==> src/rtl/uart_receiver_if.sv <==
// rtl/uart_receiver_if.sv - serial line and received-byte bundle for uart_receiver
interface uart_receiver_if;
  logic       pin;
  logic [7:0] byte_received;
  logic       valid;
  logic       frame_error;

  modport master (
    input  pin,
    output byte_received,
    output valid,
    output frame_error
  );

  modport slave (
    output pin,
    input  byte_received,
    input  valid,
    input  frame_error
  );
endinterface

==> src/rtl/uart_receiver.sv <==
// rtl/uart_receiver.sv - 8N1 UART receiver with mid-bit sampling and framing-error detection
module uart_receiver #(
  parameter int clocks_per_bit = 434
) (
  input logic            clock,
  input logic            reset,
  uart_receiver_if.master rx
);

  localparam int cnt_w = (clocks_per_bit > 1) ? $clog2(clocks_per_bit) : 1;
  localparam logic [cnt_w-1:0] cnt_last = cnt_w'(clocks_per_bit - 1);
  localparam logic [cnt_w-1:0] cnt_half = cnt_w'((clocks_per_bit - 1) / 2);

  typedef enum logic [2:0] {IDLE, START, DATA, STOP, BREAK} state_t;

  state_t           state;
  logic [cnt_w-1:0] cnt;
  logic [2:0]       bit_idx;
  logic [7:0]       shift_reg;
  logic             sync_1;
  logic             rx_s;

  // Synchronizer flops reset high so reset release never looks like a start bit.
  always_ff @(posedge clock or posedge reset) begin
    if (reset) begin
      sync_1 <= 1'b1;
      rx_s   <= 1'b1;
    end else begin
      sync_1 <= rx.pin;
      rx_s   <= sync_1;
    end
  end

  always_ff @(posedge clock or posedge reset) begin
    if (reset) begin
      state            <= IDLE;
      cnt              <= '0;
      bit_idx          <= '0;
      shift_reg        <= 8'h00;
      rx.byte_received <= 8'h00;
      rx.valid         <= 1'b0;
      rx.frame_error   <= 1'b0;
    end else begin
      rx.valid       <= 1'b0;
      rx.frame_error <= 1'b0;
      case (state)
        IDLE: begin
          cnt <= '0;
          if (!rx_s) state <= START;
        end
        // Half a bit in, re-check the line so a short glitch is dropped.
        START: begin
          if (cnt == cnt_half) begin
            cnt     <= '0;
            bit_idx <= '0;
            state   <= rx_s ? IDLE : DATA;
          end else begin
            cnt <= cnt + 1'b1;
          end
        end
        DATA: begin
          if (cnt == cnt_last) begin
            cnt                <= '0;
            shift_reg[bit_idx] <= rx_s;
            bit_idx            <= bit_idx + 3'd1;
            if (bit_idx == 3'd7) state <= STOP;
          end else begin
            cnt <= cnt + 1'b1;
          end
        end
        STOP: begin
          if (cnt == cnt_last) begin
            cnt <= '0;
            if (rx_s) begin
              rx.byte_received <= shift_reg;
              rx.valid         <= 1'b1;
              state            <= IDLE;
            end else begin
              rx.frame_error <= 1'b1;
              state          <= BREAK;
            end
          end else begin
            cnt <= cnt + 1'b1;
          end
        end
        // A held-low line is a break, not a stream of zero bytes.
        BREAK: begin
          cnt <= '0;
          if (rx_s) state <= IDLE;
        end
        default: begin
          state <= IDLE;
          cnt   <= '0;
        end
      endcase
    end
  end

endmodule

==> src/flat_wrapper.sv <==
// flat-port wrapper written by rule: the top's interface ports become plain ports
module uart_receiver_flat 
#(
  parameter int clocks_per_bit = 434
)
  (clock, reset, rx_pin, rx_byte_received, rx_valid, rx_frame_error);
  uart_receiver_if rx_i ();
  input logic clock;
  input logic reset;
  input wire logic [$bits(rx_i.pin)-1:0] rx_pin;
  output wire logic [$bits(rx_i.byte_received)-1:0] rx_byte_received;
  output wire logic [$bits(rx_i.valid)-1:0] rx_valid;
  output wire logic [$bits(rx_i.frame_error)-1:0] rx_frame_error;
  assign rx_i.pin = rx_pin;
  assign rx_byte_received = rx_i.byte_received;
  assign rx_valid = rx_i.valid;
  assign rx_frame_error = rx_i.frame_error;
  uart_receiver #(.clocks_per_bit(clocks_per_bit)) u_core (.clock(clock), .reset(reset), .rx(rx_i));
endmodule
==> config.mk <==
export PLATFORM = sky130hd
export DESIGN_NAME = uart_receiver_flat
export DESIGN_NICKNAME = d
export VERILOG_FILES = /design/src/rtl/uart_receiver_if.sv /design/src/rtl/uart_receiver.sv /design/src/flat_wrapper.sv
export SDC_FILE = /design/constraint.sdc
export NUM_CORES = 1
export LEC_CHECK = 0
export CORE_UTILIZATION = 60
export CTS_BUF_LIST = sky130_fd_sc_hd__clkbuf_2 sky130_fd_sc_hd__clkbuf_4 sky130_fd_sc_hd__clkbuf_8
export DETAILED_ROUTE_END_ITERATION = 12
export DONT_BUFFER_PORTS = 1
export GPL_TIMING_DRIVEN = 0
export PLACE_DENSITY_LB_ADDON = 0.08
export SLEW_MARGIN = 20
export SYNTH_ARGS = -nofsm -noshare
export SYNTH_HDL_FRONTEND = slang
export SYNTH_SLANG_ARGS = --single-unit
==> constraint.sdc <==
create_clock -name clock -period 3.82 [get_ports clock]
set_input_delay 0.573 -clock clock [delete_from_list [all_inputs] [get_ports clock]]
set_output_delay 0.573 -clock clock [all_outputs]
set_load 0.02 [all_outputs]
==> flow_summary.yaml, run 1 <==
outcome:
  status: "finished clean"
timing:
  setup_viol: 0
  rsz0062_at_grt: "no"
  tightest_slew_ps: 692
  slew_viol_final: 0
  maxSlewHeadroom_pct: 53.8
  min_period_over_period_pct: 52.1
  fin_tns_setup_ps: 0
  hold_viol: 0
  fin_worst_skew_ps: 9.71
  finalCriticalPeriod_ps: 1990
  timing.fmax_mhz: 503
placement:
  port-buffer-count: 0
  dp_hpwl_um: 1750
  gp_congestion: 0.807
  placed_area_mm2: 0.00164
yosys:
  synthArstFlopShare_pct: 100
  synth-edff-count: 0
  synth_ff_type: "dfrtp_1"
  ys_seq_elements: 35
  syn-cell-area_mm2: 0.00161
  syn_avg_cell_area_um2: 12.3
  syn-instance-count: 130
  yosysWarnings: 0
  yosysSeqAreaShare_pct: 54.7
  synth_nets: 138
  yosysUniqueCellTypes: 36
floorplanning:
  rows: 18
  initial_core_util_pct: 64.2
  die_area_mm2: 0.00289
  coreArea_mm2: 0.00250
  die_h_um: 53.7
  io_pins: 13
  die_w_um: 53.7
cts:
  hold_buffers: 0
  root_buffer: "clkbuf_4"
  cts_tree: "yes"
  path_clk_slew_ps: 100
  clkLatencyLatePin_ps: 350
  post-cts-setup-buffer-count: 0
  h-tree-depth: 2
  cts.sinks: 35
  cts_buffer_depth: 2
  cts_resized: 0
  cts_buffers: 5
setup_path:
  reg2regPathDepth: 6
  crit_family: "simple AND/OR/NAND/NOR gates"
  r2r-end: "u_core.rx.byte_received[7]"
  worst-path-buf-inv: 1
  crit_slowest_cell: "dfrtp_1"
  path_max_fanout: 8
  cp-end-kind: "register"
  slowest_delay_ps: 410
  critPathRequiredTime_ps: 4060
  worstSetupStartpointType: "register"
  timing.rr.start: "u_core.cnt[1]"
  reg2reg_slack_ps: 1830
  path_cells: "inv_1 > ha_1 > nand4bb_1 > or2_4 > nor3_4 > mux2_2"
  cp.arrival_ps: 2230
  path_class: "reg2reg"
hold_path:
  hp-class: "in2async"
layout:
  fin_nets: 145
  mostFrequentLayoutCell: "dfrtp_1"
  design_area_mm2: 0.00173
  area_growth_pct: 7.72
  insertedDiodeCount: 0
  largest_register_ffs: 9
  drive_gt1_share_pct: 28.3
  layout_common_cells: "dfrtp_1 (33), mux2_2 (18), nor2_1 (17)"
detailed_routing:
  drt-total-wl_um: 2490
  drc_errors: 0
  vias: 967
  drtPass1Iterations: 4
  ant_nets: 0
  first_iter_violations: 11
  avgViaCountPerCell: 5.76
  avgRoutedWirePerCell_um: 14.8
power:
  leakagePower_uw: 0.000819
  total_power_uw: 661
  p_per_area_mw_per_mm2: 382
  vdd_drop_max_uv: 445
global_route:
  grt_max_degree: 36
  antenna_found_initial: 0
  grt_overflow: 0
  grtUsageTotal_pct: 21.2
  grt_pass1_wl_um: 4080
  grt_pass1_vias: 908
run:
  maxCapViolCount: 0
## synthesized netlist by cell type (2+ instances only)
| cell | count | area, um^2 |
|---|---|---|
| nand2_1 | 4 | 15.0 |
| inv_1 | 4 | 15.0 |
| mux2_2 | 18 | 203 |
| nor2_1 | 17 | 63.8 |
| a22o_1 | 2 | 17.5 |
| nand4b_1 | 4 | 35.0 |
| buf_4 | 2 | 15.0 |
| nor3_1 | 4 | 20.0 |
| dfrtp_1 | 33 | 826 |
| a21oi_1 | 2 | 10.0 |
| xnor2_1 | 5 | 43.8 |
| nand3_1 | 3 | 15.0 |
| dfstp_2 | 2 | 52.6 |
| ha_1 | 5 | 62.6 |
| xor2_1 | 2 | 17.5 |
| and3_1 | 2 | 12.5 |
| nor4_1 | 2 | 12.5 |
## per-layer routing
metal | vias to the layer above | GRT usage [%] | part of all wire, % | routed length (um)
met5 | - | 0 | 0 | 0
met4 | 0 | 9.21 | 0.64 | 16
met3 | 3 | 10.5 | 4.9 | 123
met2 | 18 | 31.3 | 46 | 1140
met1 | 473 | 25.9 | 49 | 1210
li1 | 473 | - | - | -
## cell type report
| type | count | area (um^2) |
|---|---|---|
| Sequential cell | 35 | 878 |
| Clock buffer | 6 | 51.3 |
| Clock inverter | 2 | 35.0 |
| Buffer | 4 | 23.8 |
| Tap cell | 30 | 37.5 |
| Fill cell | 185 | 771 |
| Inverter | 4 | 15.0 |
| Multi-Input combinational cell | 87 | 688 |
## kinds of logic after synthesis
kind of cell             synth area share, %
multiplexers                            12.6
buffers and inverters                   2.42
flip-flops                              54.7
AND/OR/NAND/NOR                         19.1
XOR/XNOR                                3.82
AO/OA/AOI/OAI                           3.43
adder cells (fa/ha/maj)                 3.90
## report_power, final
part | leakage (uW) | total (uW) | switching [uW] | internal [uW]
sequential | 0.000467 | 373 | 0.844 | 372
combinational | 0.000303 | 10.1 | 9.01 | 1.08
clock | 0.0000482 | 278 | 124 | 155
## worst max-delay path by stage
stage,slack [ps],depth (start not counted),to,start
after floorplan,2020,6,u_core.rx.byte_received[0],u_core.cnt[1]
after global placement,1840,6,u_core.rx.byte_received[0],u_core.cnt[1]
after detailed placement,1790,6,u_core.rx.byte_received[7],u_core.cnt[1]
after CTS,1780,6,u_core.rx.byte_received[7],u_core.cnt[1]
after global routing,1660,6,u_core.rx.byte_received[7],u_core.cnt[1]
final,1830,6,u_core.rx.byte_received[7],u_core.cnt[1]
## metrics by stage
stage / std cells / hold slack (ps) / setup WS (ps) / util (%)
floorplan: 130 / 345 / 2020 / -
global placement: 160 / 351 / 1840 / 65.7
detailed placement: 160 / 356 / 1790 / 65.7
CTS: 168 / 199 / 1780 / 69.2
global route: 168 / 182 / 1660 / 69.2
finish: 168 / 202 / 1830 / 69.2
(Power assumes the default switching activity.)
==> inputs of run 2 (changes only) <==
--- a/config.mk
+++ b/config.mk
@@ -5,7 +5,7 @@
 export SDC_FILE = /design/constraint.sdc
 export NUM_CORES = 1
 export LEC_CHECK = 0
-export CORE_UTILIZATION = 60
+export CORE_UTILIZATION = 58
 export CTS_BUF_LIST = sky130_fd_sc_hd__clkbuf_2 sky130_fd_sc_hd__clkbuf_4 sky130_fd_sc_hd__clkbuf_8
 export DETAILED_ROUTE_END_ITERATION = 12
 export DONT_BUFFER_PORTS = 1
==> constraint.sdc (replaced) <==
create_clock -name clock -period 1.8 [get_ports clock]
set_input_delay 0.27 -clock clock [delete_from_list [all_inputs] [get_ports clock]]
set_output_delay 0.27 -clock clock [all_outputs]
set_load 0.02 [all_outputs]
==> run 2 against run 1 <==
Non-clock buffer count rose by 16. The run now ends with setup timing left. Global-route usage rose by 2.6 points. Critical path depth shrank 1. Sequential cell count unchanged. Via count is 9.5% higher. Largest power group unchanged. Combinational power grew to 2.6 times the previous value. Critical path type unchanged.
==> flow_summary.yaml, run 2 (synthesis gave the netlist of run 1 again) <==
outcome:
  status: "finished with violations"
  violations: "setup timing"
layout:
  postLayoutCoreUtil_pct: 76.3
  fin_nets: 161
  insertedDiodeCount: 0
  fillCellCount: 175
  final-instance-count-excl-fill: 184
  layout_common_cells: "dfrtp_1 (31), nor2_1 (17), buf_4 (14)"
  area_growth_pct: 21.0
  multi_input_area_um2: 771
  drive_gt1_share_pct: 39.6
  mostFrequentLayoutCell: "dfrtp_1"
  largest_register_ffs: 9
  sequential_cell_area_um2: 881
timing:
  fin_worst_skew_ps: 12.7
  holdWs_ps: 348
  timing.final.ws_setup_ps: -49.5
  timing.fmax_mhz: 541
  rsz0062_at_grt: "yes"
  finalCriticalPeriod_ps: 1850
  min_period_over_period_pct: 103
  fin_tns_setup_ps: -99.0
  setup_viol: 6
  tightest_slew_ps: 704
  maxSlewHeadroom_pct: 53.0
  hold_viol: 0
  slew_viol_final: 0
global_route:
  grt_overflow: 0
  grt_pass1_wl_um: 4870
  grtUsageTotal_pct: 23.8
  grt_pass1_vias: 1065
  antenna_found_initial: 0
  grt_max_degree: 36
setup_path:
  path_cells: "nand4b_1 > nor4_2 > buf_4 > and4bb_2 > mux2_4"
  cp-end-kind: "register"
  crit_slowest_cell: "dfrtp_1"
  slowest_delay_ps: 420
  reg2reg_slack_ps: -50
  crit_family: "simple AND/OR/NAND/NOR gates"
  worstSetupStartpointType: "register"
  r2r-end: "u_core.shift_reg[1]"
  path_max_fanout: 5
  timing.rr.start: "u_core.cnt[2]"
  critPathRequiredTime_ps: 2000
  cp.depth: 5
  path_class: "reg2reg"
  cp.arrival_ps: 2050
  reg2regPathDepth: 5
  worst-path-buf-inv: 1
power:
  sw_frac_of_total_pct: 20.3
  p_int_uw: 1040
  switchingPower_uw: 265
  seqPwrFrac_pct: 60.6
  vdd_drop_max_uv: 815
  total_power_uw: 1310
  power_frac_clock_pct: 37.4
  p_per_area_mw_per_mm2: 672
  leakagePower_uw: 0.000904
  p_comb_share_pct: 2.0
cts:
  path_clk_slew_ps: 110
  cts_tree: "yes"
  cts_buffer_depth: 2
  h-tree-depth: 2
  cts_buffers: 5
  root_buffer: "clkbuf_4"
  cts.sinks: 35
  clkLatencyLatePin_ps: 320
floorplanning:
  die_w_um: 54.6
  io_pins: 13
  die_h_um: 54.6
  initial_core_util_pct: 63.1
  die_area_mm2: 0.00298
  rows: 18
  coreArea_mm2: 0.00254
detailed_routing:
  drtPass1Iterations: 4
  first_iter_violations: 27
  avgRoutedWirePerCell_um: 16.3
  drc_errors: 0
  ant_nets: 0
  vias: 1059
  avgViaCountPerCell: 5.76
  drt-total-wl_um: 2990
placement:
  gp_congestion: 0.762
  port-buffer-count: 0
  place_inst: 160
  dp_hpwl_um: 1750
hold_path:
  hp-class: "reg2reg"
  hold_path.startpoint: "u_core.sync_1"
  hold_end: "u_core.rx_s"
  hold_depth: 0
run:
  maxCapViolCount: 0
[run 2: cell types whose count changed in the layout (fill, tap and decap cells not counted), sizes merged]
cell	delta
clkinv	-1
bufinv	-1
dlygate4sd3	+2
buf	+14
clkbuf	+2
[run 2: final cells by class]
| type | instances | share of cell area [%] |
|---|---|---|
| sequential | 35 | 45.4 |
| multi-input combinational | 87 | 39.7 |
| timing repair buffer | 16 | 7.28 |
| clock buffer | 8 | 3.74 |
| tap | 30 | 1.93 |
| buffer | 4 | 1.22 |
| inverter | 4 | 0.773 |
[run 2: worst reg2reg max path: cells and delay by family (launching register included)]
| family | cells | cell delay (ps) |
|---|---|---|
| and+or+nand+nor | 3 | 830 |
| DFF | 1 | 420 |
| muxes | 1 | 300 |
| buffers and inverters | 1 | 190 |
[run 2: worst max path at each step]
| stage | start | to | slack (ps) |
|---|---|---|---|
| floorplan | u_core.cnt[1] | u_core.shift_reg[1] | 0.6 |
| global placement | u_core.cnt[1] | u_core.shift_reg[1] | -160 |
| detailed placement | u_core.cnt[1] | u_core.rx.byte_received[4] | -210 |
| CTS | u_core.cnt[2] | u_core.shift_reg[1] | -30 |
| global route | u_core.cnt[2] | u_core.shift_reg[3] | -90 |
| finish | u_core.cnt[2] | u_core.shift_reg[1] | -50 |
[run 2: per-stage QoR]
| step | setup slack [ps] | cell area (um^2) |
|---|---|---|
| CTS | -26.0 | 1900 |
| global placement | -157 | 1640 |
| detailed placement | -209 | 1640 |
| floorplan | 0.570 | 1610 |
| global route | -91.1 | 1940 |
| finish | -49.5 | 1940 |
[run 2: what timing repair did]
item | 4_1_cts | 5_1_grt
endpoints found under the hold margin | 34 | 0
endpoints found under the setup margin | 16 | 19
hold buffers | 2 | 0
pin swaps | 3 | 1
resized for setup | 14 | 6
buffers inserted | 11 | 3
[run 2: routing by layer]
metal | global-route usage, % | up-vias | routed length (um)
met1 | 32.6 | 537 | 1430
met4 | 7.69 | 0 | 19
met3 | 5.83 | 2 | 74
li1 | - | 507 | -
met5 | 0 | - | 0
met2 | 36.7 | 13 | 1470
[run 2: power groups by stage]
stage | sequential [uW] | clock [uW] | combinational (uW)
2_1_floorplan | 806 | 0 | 17.1
3_3_place_gp | 807 | 0 | 22.1
3_5_place_dp | 807 | 0 | 23.1
4_1_cts | 792 | 500 | 27.1
5_1_grt | 792 | 534 | 30.5
6_report | 792 | 488 | 26.0
